### config.mk
export PLATFORM = sky130hd
export DESIGN_NAME = vm3_mmu_ctl_flat
export DESIGN_NICKNAME = d
export VERILOG_FILES = /design/src/rtl/vm3_mmu_ctl_if.sv /design/src/rtl/vm3_mmu_ctl.sv /design/src/flat_wrapper.sv
export SDC_FILE = /design/constraint.sdc
export NUM_CORES = 1
export LEC_CHECK = 0
export CAP_MARGIN = 10
export CORE_MARGIN = 1
export CORE_UTILIZATION = 26
export DETAILED_ROUTE_END_ITERATION = 12
export PLACE_DENSITY = 0.82
export RECOVER_POWER = 100
export SYNTH_ARGS = -nofsm -noshare
export SYNTH_HDL_FRONTEND = slang
export SYNTH_SLANG_ARGS = --single-unit
### constraint.sdc
create_clock -name clock -period 1.9 [get_ports clock]
set_input_delay 0.38 -clock clock [delete_from_list [all_inputs] [get_ports clock]]
set_output_delay 0.38 -clock clock [all_outputs]
set_load 0.01 [all_outputs]
### src/rtl/vm3_mmu_ctl_if.sv
// Bus bundle for vm3_mmu_ctl: host register bus, W-bit requester, lookup port and RAM ports.
// slave = controller view, master = requester/RAM environment view.
interface vm3_mmu_ctl_if #(
  parameter int AW = 5,
  parameter int DW = 16
);
  logic          busy;
  logic          host_req;
  logic          host_we;
  logic [1:0]    host_be;
  logic [AW-1:0] host_addr;
  logic [DW-1:0] host_wdata;
  logic          host_ack;
  logic          host_rdy;
  logic [DW-1:0] host_rdata;
  logic          wb_req;
  logic [AW-1:0] wb_addr;
  logic          wb_ack;
  logic          lk_req;
  logic [AW-1:0] lk_addr;
  logic          lk_vld;
  logic [DW-1:0] lk_data;
  logic [AW-1:0] ram_addr_a;
  logic          ram_wren_a;
  logic [1:0]    ram_be_a;
  logic [DW-1:0] ram_data_a;
  logic [DW-1:0] ram_q_a;
  logic [AW-1:0] ram_addr_b;
  logic          ram_wren_b;
  logic [DW-1:0] ram_q_b;

  modport slave (
    input  host_req, host_we, host_be, host_addr, host_wdata,
    input  wb_req, wb_addr, lk_req, lk_addr, ram_q_a, ram_q_b,
    output busy, host_ack, host_rdy, host_rdata, wb_ack, lk_vld, lk_data,
    output ram_addr_a, ram_wren_a, ram_be_a, ram_data_a, ram_addr_b, ram_wren_b
  );

  modport master (
    output host_req, host_we, host_be, host_addr, host_wdata,
    output wb_req, wb_addr, lk_req, lk_addr, ram_q_a, ram_q_b,
    input  busy, host_ack, host_rdy, host_rdata, wb_ack, lk_vld, lk_data,
    input  ram_addr_a, ram_wren_a, ram_be_a, ram_data_a, ram_addr_b, ram_wren_b
  );
endinterface

### src/rtl/vm3_mmu_ctl.sv
// vm3_mmu_ctl: access controller for the MMU PAR/PDR dual-port RAM (clear, port A arbitration, lookups).
// Define VM3_MMU_WBIT_EN to include the PDR W-bit read-modify-write requester.
module vm3_mmu_ctl #(
  parameter int AW = 5,
  parameter int DW = 16,
  parameter int WB = 6
) (
  input logic          clock,
  input logic          reset,
  vm3_mmu_ctl_if.slave bus
);

`ifdef VM3_MMU_WBIT_EN
  typedef enum logic [1:0] {ST_CLR = 2'd0, ST_RUN = 2'd1, ST_RMW = 2'd2} state_t;
`else
  typedef enum logic [1:0] {ST_CLR = 2'd0, ST_RUN = 2'd1} state_t;
`endif

  localparam logic [7:0] WB_MASK = 8'(1 << WB);

  state_t        state_r;
  logic [AW-1:0] cnt_r;
  logic          host_rdy_r;
  logic          host_rd_r;
  logic          lk_vld_r;
  logic          lk_pend_r;
  logic [AW-1:0] lk_pend_addr_r;

  logic          grant_host_s;
  logic [AW-1:0] addr_a_s;
  logic          wren_a_s;
  logic [1:0]    be_a_s;
  logic [DW-1:0] data_a_s;
  logic          wren_a_g_s;
  logic          lk_want_s;
  logic [AW-1:0] lk_addr_s;
  logic          lk_block_s;
  logic          lk_issue_s;

`ifdef VM3_MMU_WBIT_EN
  logic          rr_wb_last_r;
  logic          wb_ack_r;
  logic [AW-1:0] wb_addr_r;
  logic          grant_wb_s;

  function automatic logic [DW-1:0] set_wbit(input logic [DW-1:0] q);
    set_wbit = {q[DW-1:8], q[7:0] | WB_MASK};
  endfunction
`else
  logic          wb_unused_s;
  assign wb_unused_s = ^{bus.wb_req, bus.wb_addr, WB_MASK};
`endif

  // Port A source select: clear sweep, arbitrated host / W-bit read, or RMW write-back.
  always_comb begin
    grant_host_s = 1'b0;
`ifdef VM3_MMU_WBIT_EN
    grant_wb_s   = 1'b0;
`endif
    addr_a_s     = bus.host_addr;
    wren_a_s     = 1'b0;
    be_a_s       = 2'b00;
    data_a_s     = {DW{1'b0}};
    case (state_r)
      ST_CLR: begin
        addr_a_s = cnt_r;
        wren_a_s = 1'b1;
        be_a_s   = 2'b11;
      end
      ST_RUN: begin
`ifdef VM3_MMU_WBIT_EN
        // On contention the requester not served last wins.
        if (bus.wb_req && (!bus.host_req || !rr_wb_last_r)) begin
          grant_wb_s = 1'b1;
          addr_a_s   = bus.wb_addr;
        end else begin
          grant_host_s = bus.host_req;
        end
`else
        grant_host_s = bus.host_req;
`endif
        if (grant_host_s) begin
          wren_a_s = bus.host_we;
          be_a_s   = bus.host_be;
          data_a_s = bus.host_wdata;
        end else begin
          wren_a_s = 1'b0;
        end
      end
`ifdef VM3_MMU_WBIT_EN
      ST_RMW: begin
        addr_a_s = wb_addr_r;
        if (!bus.ram_q_a[WB]) begin
          wren_a_s = 1'b1;
          be_a_s   = 2'b01;
          data_a_s = set_wbit(bus.ram_q_a);
        end else begin
          wren_a_s = 1'b0;
        end
      end
`endif
      default: begin
        addr_a_s = bus.host_addr;
      end
    endcase
  end

  // A write in the reset cycle is dropped; a lookup hitting the port A write address waits a cycle.
  assign wren_a_g_s = wren_a_s & ~reset;
  assign lk_want_s  = lk_pend_r | bus.lk_req;
  assign lk_addr_s  = lk_pend_r ? lk_pend_addr_r : bus.lk_addr;
  assign lk_block_s = (state_r == ST_CLR) || (wren_a_g_s && (addr_a_s == lk_addr_s));
  assign lk_issue_s = lk_want_s & ~lk_block_s & ~reset;

  // Controller state machine with response pipeline registers.
  always_ff @(posedge clock) begin
    if (reset) begin
      state_r        <= ST_CLR;
      cnt_r          <= {AW{1'b0}};
      host_rdy_r     <= 1'b0;
      host_rd_r      <= 1'b0;
      lk_vld_r       <= 1'b0;
      lk_pend_r      <= 1'b0;
      lk_pend_addr_r <= {AW{1'b0}};
`ifdef VM3_MMU_WBIT_EN
      rr_wb_last_r   <= 1'b1;
      wb_ack_r       <= 1'b0;
      wb_addr_r      <= {AW{1'b0}};
`endif
    end else begin
      host_rdy_r     <= grant_host_s;
      host_rd_r      <= grant_host_s & ~bus.host_we;
      lk_vld_r       <= lk_issue_s;
      lk_pend_r      <= lk_want_s & lk_block_s;
      lk_pend_addr_r <= lk_addr_s;
`ifdef VM3_MMU_WBIT_EN
      wb_ack_r       <= grant_wb_s;
      if (grant_host_s) begin
        rr_wb_last_r <= 1'b0;
      end else if (grant_wb_s) begin
        rr_wb_last_r <= 1'b1;
        wb_addr_r    <= bus.wb_addr;
      end else begin
        rr_wb_last_r <= rr_wb_last_r;
      end
`endif
      case (state_r)
        ST_CLR: begin
          cnt_r <= cnt_r + AW'(1);
          if (&cnt_r) begin
            state_r <= ST_RUN;
          end
        end
        ST_RUN: begin
`ifdef VM3_MMU_WBIT_EN
          if (grant_wb_s) begin
            state_r <= ST_RMW;
          end
`else
          state_r <= ST_RUN;
`endif
        end
`ifdef VM3_MMU_WBIT_EN
        ST_RMW: begin
          state_r <= ST_RUN;
        end
`endif
        default: begin
          state_r <= ST_CLR;
        end
      endcase
    end
  end

  assign bus.busy       = (state_r == ST_CLR);
  assign bus.host_ack   = grant_host_s & ~reset;
  assign bus.host_rdy   = host_rdy_r;
  assign bus.host_rdata = (host_rdy_r && host_rd_r) ? bus.ram_q_a : {DW{1'b0}};
  assign bus.lk_vld     = lk_vld_r;
  assign bus.lk_data    = lk_vld_r ? bus.ram_q_b : {DW{1'b0}};
  assign bus.ram_addr_a = addr_a_s;
  assign bus.ram_wren_a = wren_a_g_s;
  assign bus.ram_be_a   = be_a_s;
  assign bus.ram_data_a = data_a_s;
  assign bus.ram_addr_b = lk_addr_s;
  assign bus.ram_wren_b = 1'b0;
`ifdef VM3_MMU_WBIT_EN
  assign bus.wb_ack     = wb_ack_r;
`else
  assign bus.wb_ack     = 1'b0;
`endif

endmodule
### src/flat_wrapper.sv
// flat-port wrapper written by rule: the top's interface ports become plain ports
module vm3_mmu_ctl_flat 
#(
  parameter int AW = 5,
  parameter int DW = 16,
  parameter int WB = 6
)
  (clock, reset, bus_host_req, bus_host_we, bus_host_be, bus_host_addr, bus_host_wdata, bus_wb_req, bus_wb_addr, bus_lk_req, bus_lk_addr, bus_ram_q_a, bus_ram_q_b, bus_busy, bus_host_ack, bus_host_rdy, bus_host_rdata, bus_wb_ack, bus_lk_vld, bus_lk_data, bus_ram_addr_a, bus_ram_wren_a, bus_ram_be_a, bus_ram_data_a, bus_ram_addr_b, bus_ram_wren_b);
  vm3_mmu_ctl_if #(.AW(AW), .DW(DW)) bus_i ();
  input logic clock;
  input logic reset;
  input wire logic [$bits(bus_i.host_req)-1:0] bus_host_req;
  input wire logic [$bits(bus_i.host_we)-1:0] bus_host_we;
  input wire logic [$bits(bus_i.host_be)-1:0] bus_host_be;
  input wire logic [$bits(bus_i.host_addr)-1:0] bus_host_addr;
  input wire logic [$bits(bus_i.host_wdata)-1:0] bus_host_wdata;
  input wire logic [$bits(bus_i.wb_req)-1:0] bus_wb_req;
  input wire logic [$bits(bus_i.wb_addr)-1:0] bus_wb_addr;
  input wire logic [$bits(bus_i.lk_req)-1:0] bus_lk_req;
  input wire logic [$bits(bus_i.lk_addr)-1:0] bus_lk_addr;
  input wire logic [$bits(bus_i.ram_q_a)-1:0] bus_ram_q_a;
  input wire logic [$bits(bus_i.ram_q_b)-1:0] bus_ram_q_b;
  output wire logic [$bits(bus_i.busy)-1:0] bus_busy;
  output wire logic [$bits(bus_i.host_ack)-1:0] bus_host_ack;
  output wire logic [$bits(bus_i.host_rdy)-1:0] bus_host_rdy;
  output wire logic [$bits(bus_i.host_rdata)-1:0] bus_host_rdata;
  output wire logic [$bits(bus_i.wb_ack)-1:0] bus_wb_ack;
  output wire logic [$bits(bus_i.lk_vld)-1:0] bus_lk_vld;
  output wire logic [$bits(bus_i.lk_data)-1:0] bus_lk_data;
  output wire logic [$bits(bus_i.ram_addr_a)-1:0] bus_ram_addr_a;
  output wire logic [$bits(bus_i.ram_wren_a)-1:0] bus_ram_wren_a;
  output wire logic [$bits(bus_i.ram_be_a)-1:0] bus_ram_be_a;
  output wire logic [$bits(bus_i.ram_data_a)-1:0] bus_ram_data_a;
  output wire logic [$bits(bus_i.ram_addr_b)-1:0] bus_ram_addr_b;
  output wire logic [$bits(bus_i.ram_wren_b)-1:0] bus_ram_wren_b;
  assign bus_i.host_req = bus_host_req;
  assign bus_i.host_we = bus_host_we;
  assign bus_i.host_be = bus_host_be;
  assign bus_i.host_addr = bus_host_addr;
  assign bus_i.host_wdata = bus_host_wdata;
  assign bus_i.wb_req = bus_wb_req;
  assign bus_i.wb_addr = bus_wb_addr;
  assign bus_i.lk_req = bus_lk_req;
  assign bus_i.lk_addr = bus_lk_addr;
  assign bus_i.ram_q_a = bus_ram_q_a;
  assign bus_i.ram_q_b = bus_ram_q_b;
  assign bus_busy = bus_i.busy;
  assign bus_host_ack = bus_i.host_ack;
  assign bus_host_rdy = bus_i.host_rdy;
  assign bus_host_rdata = bus_i.host_rdata;
  assign bus_wb_ack = bus_i.wb_ack;
  assign bus_lk_vld = bus_i.lk_vld;
  assign bus_lk_data = bus_i.lk_data;
  assign bus_ram_addr_a = bus_i.ram_addr_a;
  assign bus_ram_wren_a = bus_i.ram_wren_a;
  assign bus_ram_be_a = bus_i.ram_be_a;
  assign bus_ram_data_a = bus_i.ram_data_a;
  assign bus_ram_addr_b = bus_i.ram_addr_b;
  assign bus_ram_wren_b = bus_i.ram_wren_b;
  vm3_mmu_ctl #(.AW(AW), .DW(DW), .WB(WB)) u_core (.clock(clock), .reset(reset), .bus(bus_i));
endmodule
=== Word level (Yosys, flattened, before mapping) ===
Cells that the tools add are included.

* Register bits after elaboration: 16
* Bits of input ports: 71
* Output and inout bits: 67

* $add $sub $neg: 1
* Equal/unequal tests: 3
* Multiplexer cells: 13
* Bitwise logic cells: 10
* Reductions and logical operators: 5

{| class="wikitable"
|+ Operators by type and width
! cell !! number
|-
| 16-bit two-way mux || 4
|-
| 5-bit two-way mux || 2
|-
| 2-bit one-hot mux with 2 select lines || 2
|-
| 1-bit AND || 6
|-
| 5-bit by 1-bit adder with 5-bit output, second input constant || 1
|-
| 5-bit == test || 1
|-
| 5-bit AND reduction || 1
|-
| 2-bit two-way mux || 2
|-
| 1-bit NOT || 3
|-
| 2-bit by 1-bit == test with 1-bit output, second input constant || 1
|-
| 1-bit logical AND || 2
|-
| 2-bit zero test || 1
|-
| 1-bit two-way mux || 2
|-
| 2-bit by 1-bit inequality test with 1-bit output, second input constant || 1
|-
| 1-bit one-hot mux with 2 select lines || 1
|-
| 1-bit logical OR || 1
|-
| 1-bit bitwise OR || 1
|}

=== Logic depth before layout (Yosys ltp) ===
Gate-level depths: netlist (run 1).

* Word-level depth: 8
* Mapped depth: 6

=== Least setup slack after synthesis (run 1) ===
Ideal clock, no wire load.

* Kind: input-to-output
* Start point: input port bus_host_req
* End point: output port bus_ram_data_a[10]
* Arrival: 1.024 ns
* Path slack: 0.496 ns
* Stages: 3
* Cells stage by stage: clkbuf_1 clkbuf_1 and3_1

* Longest elaborated chain between the ends: 2

{| class="wikitable"
|+ Ends and longest elaborated chain
! what !! line !! text
|-
| from (decl) || flat_wrapper.sv:12 || <nowiki>input wire logic [$bits(bus_i.host_req)-1:0] bus_host_req;</nowiki>
|-
| 16-bit two-way mux || vm3_mmu_ctl.sv:82 || <nowiki>if (grant_host_s) begin</nowiki>
|-
| 16-bit two-way mux || vm3_mmu_ctl.sv:64 || <nowiki>case (state_r)</nowiki>
|-
| to (decl) || flat_wrapper.sv:33 || <nowiki>output wire logic [$bits(bus_i.ram_data_a)-1:0] bus_ram_data_a;</nowiki>
|}

No other way between the ends.

=== Worst setup path after layout (run 1) ===
* Start point: register u_core.state_r[0]
* End point: output port bus_ram_data_a[7]

* Longest elaborated chain between the ends: 2

{| class="wikitable"
|+ Ends and longest elaborated chain
! what !! line !! text
|-
| from (decl) || vm3_mmu_ctl.sv:21 || <nowiki>state_t state_r;</nowiki>
|-
| from (signal assigned) || vm3_mmu_ctl.sv:118 || <nowiki>state_r <= ST_CLR;</nowiki>
|-
| from (signal assigned) || vm3_mmu_ctl.sv:151 || <nowiki>state_r <= ST_RUN;</nowiki>
|-
| from (signal assigned) || vm3_mmu_ctl.sv:160 || <nowiki>state_r <= ST_RUN;</nowiki>
|-
| 2-bit by 1-bit == test with 1-bit output || vm3_mmu_ctl.sv:64 ||
|-
| 16-bit two-way mux || vm3_mmu_ctl.sv:64 ||
|}

No other way between the ends.

==> impl_metrics.py, run 1 <==
metrics = {
    "worst_setup_path": {
        "rrSetupSlack_ns": 0.38,
        "cp-endpoint": "bus_ram_data_a[7]",
        "crit_path_start_kind": "register",
        "r2r_cells": 6,
        "cp_max_fo": 9,
        "crit_start": "u_core.state_r[0]$_SDFFE_PP0P_",
        "end_kind": "primary output",
        "r2r_start": "u_core.state_r[0]$_SDFFE_PP0P_",
        "path_class": "register to primary output",
        "cp.required_ns": 1.52,
        "cp.arrival_ns": 1.53,
        "r2r_end": "u_core.lk_pend_r$_SDFF_PP0_",
    },
    "worst_hold_path": {
        "min_path_type": "input port to register",
    },
    "power": {
        "leakage_nw": 1.747,
        "power.density_mw_per_mm2": 326.1,
        "ir_drop_mv": 0.5001,
        "p_total_mw": 0.8801,
    },
    "finish": {
        "final_nets": 362,
        "drive_above_1_share": 0.1319,
        "area.growth.synth_to_final_pct": 147.9,
        "nFillCells": 345,
        "antenna_cells": 0,
    },
    "yosys": {
        "yosys-top-cells-count": "33 x and3_1, 16 x and2_1, 16 x nor2_1, 15 x dfxtp_1, 12 x mux2i_1",
        "synth-compound-area-share": 0.01954,
        "synth_seq_area_share": 0.2759,
        "synth_fa_ha_area_frac": 0.02299,
        "yosys_warnings": 0,
        "syn_area_mm2": 0.001089,
        "synth_area_leaders": "dfxtp_1 28%, and3_1 19%, mux2i_1 11%, and2_1 9.2%, nor2_1 5.5%",
        "synth_flop_cell": "dfxtp_1",
        "synth_async_sr_flop_share": 0,
        "synth_top_family_by_area": "simple AND/OR/NAND/NOR gates",
        "synthDominantCellAreaShare": 0.2759,
        "ys_types": 21,
        "synth_xor_area_frac": 0.06437,
        "synthMuxAreaShare": 0.1103,
        "syn-instance-count": 143,
        "yosys.area.top_type": "dfxtp_1",
        "synth_edf_count": 0,
        "ys_seq_elements": 15,
        "avgSynthCellArea_um2": 7.612,
        "yosys.area_share.simple": 0.3931,
        "yosysMostFrequentCell": "and3_1",
    },
    "clock_network": {
        "cts_inserted_buffers": 3,
        "cts_hold_buffers": 0,
        "insertion_delay_ns": 0.24,
        "cts_buffer_depth": 2,
        "cts.clk_slew.worst_paths_ns": 0.06,
        "htreeDepth": 1,
        "cts-root-buf": "clkbuf_8",
        "cts_sinks": 15,
        "tritoncts": "done",
    },
    "outcome": {
        "status": "finished with violations",
        "violations": "setup timing",
    },
    "floorplanning": {
        "core_region_area_mm2": 0.004000,
        "die_y_um": 66.71,
        "die_w_um": 66.71,
        "std_cell_rows": 23,
        "die-area_mm2": 0.004450,
        "initial_core_util": 0.2721,
        "io_pins": 138,
    },
    "timing": {
        "relSlewSlack": 0.6193,
        "worst_slack_ns": -0.01359,
        "setup_viol": 4,
        "timing.fmax_ghz": 0.5226,
        "skew_ns": 0.0007154,
        "post-route-period-util": 1.007,
        "worst_slew_pin_slew_ns": 0.5710,
        "hold-worst-slack_ns": 0.5221,
        "rsz0062_at_grt": "yes",
        "finalMaxSlewViolations": 0,
        "hold_viol": 0,
        "fin_crit_ns": 1.914,
    },
    "global_route": {
        "grt-ovfl-total": 0,
        "grt_use_total": 0.1607,
        "grt_antenna_before_repair": 0,
        "grt_pass1_wl_um": 5437,
        "grt_pass1_vias": 1213,
        "grt_max_degree": 20,
    },
    "route": {
        "avgViaCountPerCell": 4.343,
        "drt_wl_total_um": 4090,
        "dr_total_vias": 1468,
        "drt_iter0_drc": 22,
        "first_pass_iters": 4,
        "drc": 0,
        "post_drt_wl_per_cell_um": 12.10,
        "drtAntennaViolNets": 0,
    },
    "placement": {
        "gp_congestion": 0.6607,
        "dp_hpwl_um": 3116,
        "io_buffers": 129,
        "place_ws_ns": -0.2979,
    },
    "flow_run": {
        "max_cap_viol_count": 0,
    },
}
-- cell families after synthesis --
family | count (synthesis)
flip-flops | 15
multiplexers | 12
buffers and inverters | 25
AND/OR/NAND/NOR | 77
AO/OA/AOI/OAI | 3
adder cells (fa/ha/maj) | 2
other | 1
XOR/XNOR | 8
-- layout make-up --
cell class | count | area (um^2) | share of cell area
well taps | 50 | 62.56 | 0.02318
multi-input cells | 104 | 695.7 | 0.2578
inverters | 11 | 41.29 | 0.01530
flip-flops and latches | 15 | 306.5 | 0.1136
repair buffers | 154 | 1548 | 0.5735
clock buffers | 4 | 45.04 | 0.01669
-- layout by cell type, fill, tap and decap left out, types with 2 or more instances in the layout --
cell	instances
clkdlybuf4s50_1	89
and3_1	33
dlymetal6s2s_1	29
buf_4	19
and2_1	16
nor2_1	16
inv_1	11
dfxtp_1	10
mux2i_1	9
dlygate4sd2_1	9
nand2_1	7
xor2_1	6
dfxtp_2	5
clkbuf_8	3
buf_6	3
mux2i_2	2
xnor2_1	2
nor3_1	2
ha_1	2
conb_1	2
clkbuf_1	2
-- what timing repair did --
action	4_1_cts	5_1_grt
endpoints found under the setup margin	62	37
resized for setup	19	38
buffers inserted	1	5
pin swaps	0	0
gates cloned	1	1
-- worst min path at each step --
| stage | start | endpoint | depth (start not counted) |
|---|---|---|---|
| 6_report | bus_host_req | u_core.bus.host_rdy$_SDFF_PP0_ | 4 |
| 5_1_grt | bus_host_req | u_core.bus.host_rdy$_SDFF_PP0_ | 4 |
| 4_1_cts | u_core.cnt_r[3]$_SDFFE_PP0N_ | u_core.cnt_r[3]$_SDFFE_PP0N_ | 2 |
| 3_5_place_dp | u_core.cnt_r[3]$_SDFFE_PP0N_ | u_core.cnt_r[3]$_SDFFE_PP0N_ | 2 |
| 3_3_place_gp | u_core.cnt_r[4]$_SDFFE_PP0N_ | u_core.cnt_r[4]$_SDFFE_PP0N_ | 2 |
| 2_1_floorplan | bus_host_we | u_core.host_rd_r$_SDFF_PP0_ | 1 |
-- critical path, cell delays in order, from the launching register on --
cell,delay [ns]
dfxtp_2,0.36
buf_2,0.21
and3_1,0.17
clkdlybuf4s50_1,0.54
-- stage by stage --
step	setup TNS, ns	instances	utilization	cell area [um^2]
final	-0.03251	338	0.6747	2699
after global routing	-0.4707	338	0.6747	2699
after CTS	-0.3672	332	0.6400	2560
after detailed placement	-5.322	326	0.6237	2495
after global placement	-4.896	326	0.6237	2495
after floorplan	0	144	-	1092
-- registers in the layout, indices dropped and copies added (netlist names) --
signal	flops
u_core.cnt_r	5
u_core.lk_pend_r	1
u_core.host_rd_r	1
u_core.bus.lk_vld	1
u_core.state_r	1
u_core.lk_pend_addr_r	5
u_core.bus.host_rdy	1
-- power breakdown --
group,switching [mW],internal (mW)
logic,0.0869,0.194
registers,0.0136,0.331
clock network,0.106,0.148
total,0.207,0.673
-- per-layer routing --
layer | global-route usage | share of wire | routed length [um] | vias to the layer above
met5 | 0 | 0 | 0 | -
met4 | 0.05319 | 0.0083 | 34 | 0
met3 | 0.04623 | 0.11 | 439 | 4
met2 | 0.3043 | 0.51 | 2084 | 61
met1 | 0.1658 | 0.37 | 1531 | 651
li1 | - | - | - | 752
No activity file was read; power rests on OpenSTA's default activity.
==> inputs of run 2 (changes only) <==
--- a/config.mk
+++ b/config.mk
@@ -6,10 +6,13 @@
 export NUM_CORES = 1
 export LEC_CHECK = 0
 export CAP_MARGIN = 10
+export CELL_PAD_IN_SITES_DETAIL_PLACEMENT = 0
+export CELL_PAD_IN_SITES_GLOBAL_PLACEMENT = 1
 export CORE_MARGIN = 1
-export CORE_UTILIZATION = 26
+export CORE_UTILIZATION = 15
 export DETAILED_ROUTE_END_ITERATION = 12
-export PLACE_DENSITY = 0.82
+export MAX_ROUTING_LAYER = met4
+export PLACE_DENSITY_LB_ADDON = 0.1
 export RECOVER_POWER = 100
 export SYNTH_ARGS = -nofsm -noshare
 export SYNTH_HDL_FRONTEND = slang
==> run 2 against run 1 <==
- the run now ends clean
- sequential power hardly changed
- worst setup slack better by 0.031 ns
- combinational power is 3% lower
- highest routed layer unchanged
- wire length is 8.6% higher
- first-iteration DRC count is 36% higher
- cell count is 13% higher
- largest power group unchanged
==> impl_metrics.py, run 2 (synthesis gave the netlist of run 1 again) <==
metrics = {
    "timing": {
        "post-route-period-util": 0.9908,
        "timing.fmax_ghz": 0.5312,
        "skew_ns": 0.0008377,
        "setup_viol": 0,
        "hold_viol": 0,
        "fin_crit_ns": 1.883,
        "rsz0062_at_grt": "no",
        "finalMaxSlewViolations": 0,
    },
    "floorplanning": {
        "die_y_um": 87.19,
        "std_cell_rows": 30,
        "initial_core_util": 0.1576,
        "io_pins": 138,
        "die_w_um": 87.19,
        "die-area_mm2": 0.007601,
        "core_region_area_mm2": 0.006907,
    },
    "route": {
        "avgViaCountPerCell": 3.743,
        "drt_iter0_drc": 30,
        "post_drt_wl_per_cell_um": 11.62,
        "drtAntennaViolNets": 0,
        "drc": 0,
        "drt_wl_total_um": 4440,
        "first_pass_iters": 4,
        "dr_total_vias": 1430,
    },
    "worst_setup_path": {
        "cp_max_fo": 1,
        "end_kind": "primary output",
        "crit_path_start_kind": "input port",
        "cp.required_ns": 1.52,
        "cp.arrival_ns": 1.50,
        "path_class": "input port to primary output",
    },
    "finish": {
        "final_nets": 360,
        "multi_input_area_um2": 678.2,
        "largestRegisters": "u_core.cnt_r: 5 flops, u_core.lk_pend_addr_r: 5 flops",
        "register_area_um2": 309.0,
        "layout_common_cells": "75 x clkdlybuf4s50_1, 33 x and3_1, 23 x clkdlybuf4s25_1",
        "drive_above_1_share": 0.1014,
        "final_area_mm2": 0.002661,
        "nFillCells": 749,
        "layout_commonest_cell": "clkdlybuf4s50_1",
        "area.growth.synth_to_final_pct": 144.5,
        "antenna_cells": 0,
    },
    "global_route": {
        "grt_pass1_vias": 1323,
        "grt_antenna_before_repair": 0,
        "grt-ovfl-total": 0,
        "grt_max_degree": 28,
        "grt_pass1_wl_um": 6589,
        "grt_use_total": 0.1135,
    },
    "clock_network": {
        "cts-root-buf": "clkbuf_8",
        "cts_buffer_depth": 2,
        "insertion_delay_ns": 0.24,
        "cts_inserted_buffers": 3,
        "tritoncts": "done",
        "htreeDepth": 1,
        "cts.clk_slew.worst_paths_ns": 0.06,
        "cts_sinks": 15,
    },
    "power": {
        "power.switching_mw": 0.2123,
        "p_total_mw": 0.8767,
        "p_seq_frac": 0.390,
        "leakage_nw": 1.269,
        "intPower_mw": 0.6644,
        "clkPwrFrac": 0.299,
        "p_sw_frac": 0.2421,
        "comb_power_share": 0.311,
        "power.density_mw_per_mm2": 329.4,
        "ir_drop_mv": 0.4018,
    },
    "placement": {
        "dpl_cell_area_mm2": 0.002595,
        "dp_hpwl_um": 3561,
        "io_buffers": 129,
        "gp_congestion": 0.7070,
    },
    "worst_hold_path": {
        "min_path_type": "input port to register",
    },
    "outcome": {
        "status": "finished clean",
    },
    "flow_run": {
        "max_cap_viol_count": 0,
    },
}
==> run 2: cell type report <==
class / instances / share of cell area
Clock buffer: 4 / 0.01693
Sequential cell: 15 / 0.1161
Inverter: 11 / 0.01551
Tap cell: 96 / 0.04513
Multi-Input combinational cell: 104 / 0.2548
Timing Repair Buffer: 152 / 0.5515
==> run 2: worst paths after layout <==
kind | endpoint | start | cells past startpoint | slack [ns]
hold reg to reg | u_core.cnt_r[1]$_SDFFE_PP0N_ | u_core.cnt_r[1]$_SDFFE_PP0N_ | 2 | 0.55
setup reg to reg | u_core.lk_pend_r$_SDFF_PP0_ | u_core.state_r[0]$_SDFFE_PP0P_ | 6 | 0.16
setup / recovery | bus_host_rdata[15] | bus_ram_q_a[15] | 3 | 0.02
hold / removal | u_core.host_rd_r$_SDFF_PP0_ | bus_host_req | 4 | 0.53
==> run 2: timing repair <==
item                                   CTS  global route
endpoints found under the hold margin    0             0
hold buffers                             0             0
gates cloned                             0             1
setup endpoints to repair               46            26
resized for setup                       30            26
buffers inserted                         0             1
==> run 2: power by group through the flow <==
stage / combinational (mW) / sequential (mW) / clock [mW]
CTS: 0.289 / 0.345 / 0.277
floorplan: 0.0906 / 0.344 / 0
global placement: 0.285 / 0.351 / 0
detailed placement: 0.287 / 0.351 / 0
finish: 0.273 / 0.342 / 0.262
global route: 0.298 / 0.344 / 0.298
==> run 2: critical path: stages <==
cell,delay (ns)
clkdlybuf4s50_1,0.45
and3_1,0.14
clkdlybuf4s50_1,0.53
==> run 2: per-stage QoR <==
stage	utilization	setup TNS [ns]	hold WS (ns)	std cells	setup WS, ns
after floorplan	-	0	0.4568	144	0.4958
after global placement	0.3757	-5.396	0.5241	376	-0.2917
final	0.3853	0	0.5257	382	0.01743
after global routing	0.3853	0	0.5427	382	0.001501
after CTS	0.3848	0	0.5699	380	0.002657
after detailed placement	0.3757	-5.466	0.5304	376	-0.3070
==> run 2: per-layer routing <==
metal | track usage | share of wire | routed length [um]
met5 | - | 0 | 0
met2 | 0.2047 | 0.47 | 2089
met3 | 0.03318 | 0.10 | 461
met1 | 0.1245 | 0.42 | 1846
met4 | 0.02086 | 0.0097 | 43
==> inputs of run 3 (changes only) <==
--- a/config.mk
+++ b/config.mk
@@ -13,7 +13,7 @@
 export DETAILED_ROUTE_END_ITERATION = 12
 export MAX_ROUTING_LAYER = met4
 export PLACE_DENSITY_LB_ADDON = 0.1
-export RECOVER_POWER = 100
+export SLEW_MARGIN = 10
 export SYNTH_ARGS = -nofsm -noshare
 export SYNTH_HDL_FRONTEND = slang
 export SYNTH_SLANG_ARGS = --single-unit
==> run 3 against run 2 <==
- first-iteration DRC count is 3.3% lower
- combinational power up 4%
- design area grew 3.2%
- count of clock-buffer cells in the layout did not move
- clock skew about the same
- register-to-register slack gained 0.13 ns
- sequential power is essentially flat
- sequential share of layout area is 0.36 points lower
- flip-flop and latch count unchanged
- via count decreased by 0.28%
==> impl_metrics.py, run 3 (synthesis gave the netlist of run 1 again) <==
metrics = {
    "clock_network": {
        "cts-root-buf": "clkbuf_8",
        "cts_hold_buffers": 0,
        "htreeDepth": 1,
        "cts.clk_slew.worst_paths_ns": 0.06,
        "cts_inserted_buffers": 3,
        "tritoncts": "done",
        "cts_buffer_depth": 2,
        "cts_sinks": 15,
        "insertion_delay_ns": 0.24,
    },
    "timing": {
        "rsz0062_at_grt": "no",
        "finalMaxSlewViolations": 0,
        "hold_viol": 0,
        "skew_ns": 0.0008849,
        "tns_ns": 0,
        "post-route-period-util": 0.9910,
        "setup_viol": 0,
        "timing.fmax_ghz": 0.5311,
        "fin_crit_ns": 1.883,
    },
    "finish": {
        "nFillCells": 728,
        "antenna_cells": 0,
        "largestRegisters": "u_core.cnt_r: 5 flops, u_core.lk_pend_addr_r: 5 flops",
        "final_util": 0.3978,
        "layout_commonest_cell": "clkdlybuf4s50_1",
        "multi_input_area_um2": 699.4,
        "area.growth.synth_to_final_pct": 152.4,
        "layout_common_cells": "88 x clkdlybuf4s50_1, 33 x and3_1, 23 x dlymetal6s2s_1",
        "register_area_um2": 309.0,
        "drive_above_1_share": 0.1259,
        "final_nets": 360,
    },
    "global_route": {
        "grt_pass1_wl_um": 6589,
        "grt_antenna_before_repair": 0,
        "grt_use_total": 0.1135,
        "grt_max_degree": 28,
        "grt_pass1_vias": 1323,
        "grt-ovfl-total": 0,
    },
    "floorplanning": {
        "die-area_mm2": 0.007601,
        "die_y_um": 87.19,
        "io_pins": 138,
        "core_region_area_mm2": 0.006907,
        "std_cell_rows": 30,
        "die_w_um": 87.19,
        "initial_core_util": 0.1576,
    },
    "power": {
        "intPower_mw": 0.6745,
        "clkPwrFrac": 0.294,
        "p_sw_frac": 0.2419,
        "comb_power_share": 0.320,
        "power.switching_mw": 0.2152,
        "power.density_mw_per_mm2": 323.8,
        "ir_drop_mv": 0.4037,
        "p_seq_frac": 0.385,
        "leakage_nw": 1.691,
        "p_total_mw": 0.8896,
    },
    "worst_setup_path": {
        "end_kind": "primary output",
        "cp.arrival_ns": 1.50,
        "r2r_start": "u_core.state_r[0]$_SDFFE_PP0P_",
        "cp.required_ns": 1.52,
        "path_class": "input port to primary output",
        "crit_path_start_kind": "input port",
        "r2r_end": "u_core.lk_pend_r$_SDFF_PP0_",
        "cp_max_fo": 1,
        "rrSetupSlack_ns": 0.29,
        "r2r_cells": 6,
    },
    "worst_hold_path": {
        "min_from": "bus_host_req",
        "min_path_type": "input port to register",
        "hold_depth": 4,
        "hold_end": "u_core.host_rd_r$_SDFF_PP0_",
    },
    "placement": {
        "io_buffers": 129,
        "gp_congestion": 0.7070,
        "dp_hpwl_um": 3561,
    },
    "route": {
        "drtAntennaViolNets": 0,
        "post_drt_wl_per_cell_um": 11.75,
        "first_pass_iters": 4,
        "avgViaCountPerCell": 3.733,
        "drc": 0,
        "drt_iter0_drc": 29,
        "drt_wl_total_um": 4487,
        "dr_total_vias": 1426,
    },
    "outcome": {
        "status": "finished clean",
    },
    "flow_run": {
        "max_cap_viol_count": 0,
    },
}
==> run 3: cell count changes in the layout (fill, tap and decap cells not counted), sizes merged <==
cell,previous run,this run
clkdlybuf4s25,23,0
clkbuf,8,6
clkdlybuf4s50,75,88
dlymetal6s2s,0,23
buf,20,22
dlygate4sd3,13,0
==> run 3: worst max-delay path: stages <==
cell	delay, ns
clkdlybuf4s50_1	0.45
and3_1	0.14
clkdlybuf4s50_1	0.53
==> run 3: stage by stage <==
step | setup WS [ns] | std cells | hold WS, ns | cell area [um^2]
after CTS | 0.002657 | 380 | 0.5699 | 2658
after global routing | 0.001501 | 382 | 0.5427 | 2748
after floorplan | 0.4958 | 144 | 0.4568 | 1092
final | 0.01705 | 382 | 0.5264 | 2748
after global placement | -0.2917 | 376 | 0.5241 | 2595
after detailed placement | -0.3070 | 376 | 0.5304 | 2595
==> run 3: final cells by class <==
type / count / area share
multi-input cells: 104 / 0.2546
clock buffers: 4 / 0.01639
inverters: 11 / 0.01503
well taps: 96 / 0.04372
flip-flops and latches: 15 / 0.1125
repair buffers: 152 / 0.5578
==> run 3: power by group through the flow <==
stage | Clock, mW | Combinational [mW] | Sequential, mW
6_report | 0.262 | 0.285 | 0.343
3_5_place_dp | 0 | 0.287 | 0.351
3_3_place_gp | 0 | 0.285 | 0.351
2_1_floorplan | 0 | 0.0906 | 0.344
4_1_cts | 0.277 | 0.289 | 0.345
5_1_grt | 0.298 | 0.310 | 0.345
==> run 3: what timing repair did <==
item | 4_1_cts | 5_1_grt
cloned | 0 | 1
gates resized for setup | 30 | 26
setup buffers | 0 | 1
endpoints found under the hold margin | 0 | 0
setup endpoints to repair | 46 | 26
==> run 3: how the worst max path moves through the flow <==
| stage | from | endpoint | slack (ns) | cells past startpoint |
|---|---|---|---|---|
| 4_1_cts | bus_lk_addr[1] | bus_ram_addr_b[1] | 0.003 | 4 |
| 2_1_floorplan | bus_host_req | bus_ram_data_a[10] | 0.50 | 3 |
| 3_5_place_dp | bus_host_req | bus_ram_data_a[1] | -0.31 | 4 |
| 5_1_grt | bus_lk_addr[4] | bus_ram_addr_b[4] | 0.002 | 4 |
| 6_report | bus_ram_q_a[15] | bus_host_rdata[15] | 0.02 | 3 |
| 3_3_place_gp | bus_host_req | bus_ram_data_a[11] | -0.29 | 4 |
==> run 3: metal layers <==
layer | global-route usage | up-vias | part of all wire
li1 | - | 751 | -
met3 | 0.03318 | 4 | 0.10
met4 | 0.02086 | 0 | 0.0096
met5 | - | - | 0
met2 | 0.2047 | 78 | 0.47
met1 | 0.1245 | 593 | 0.42
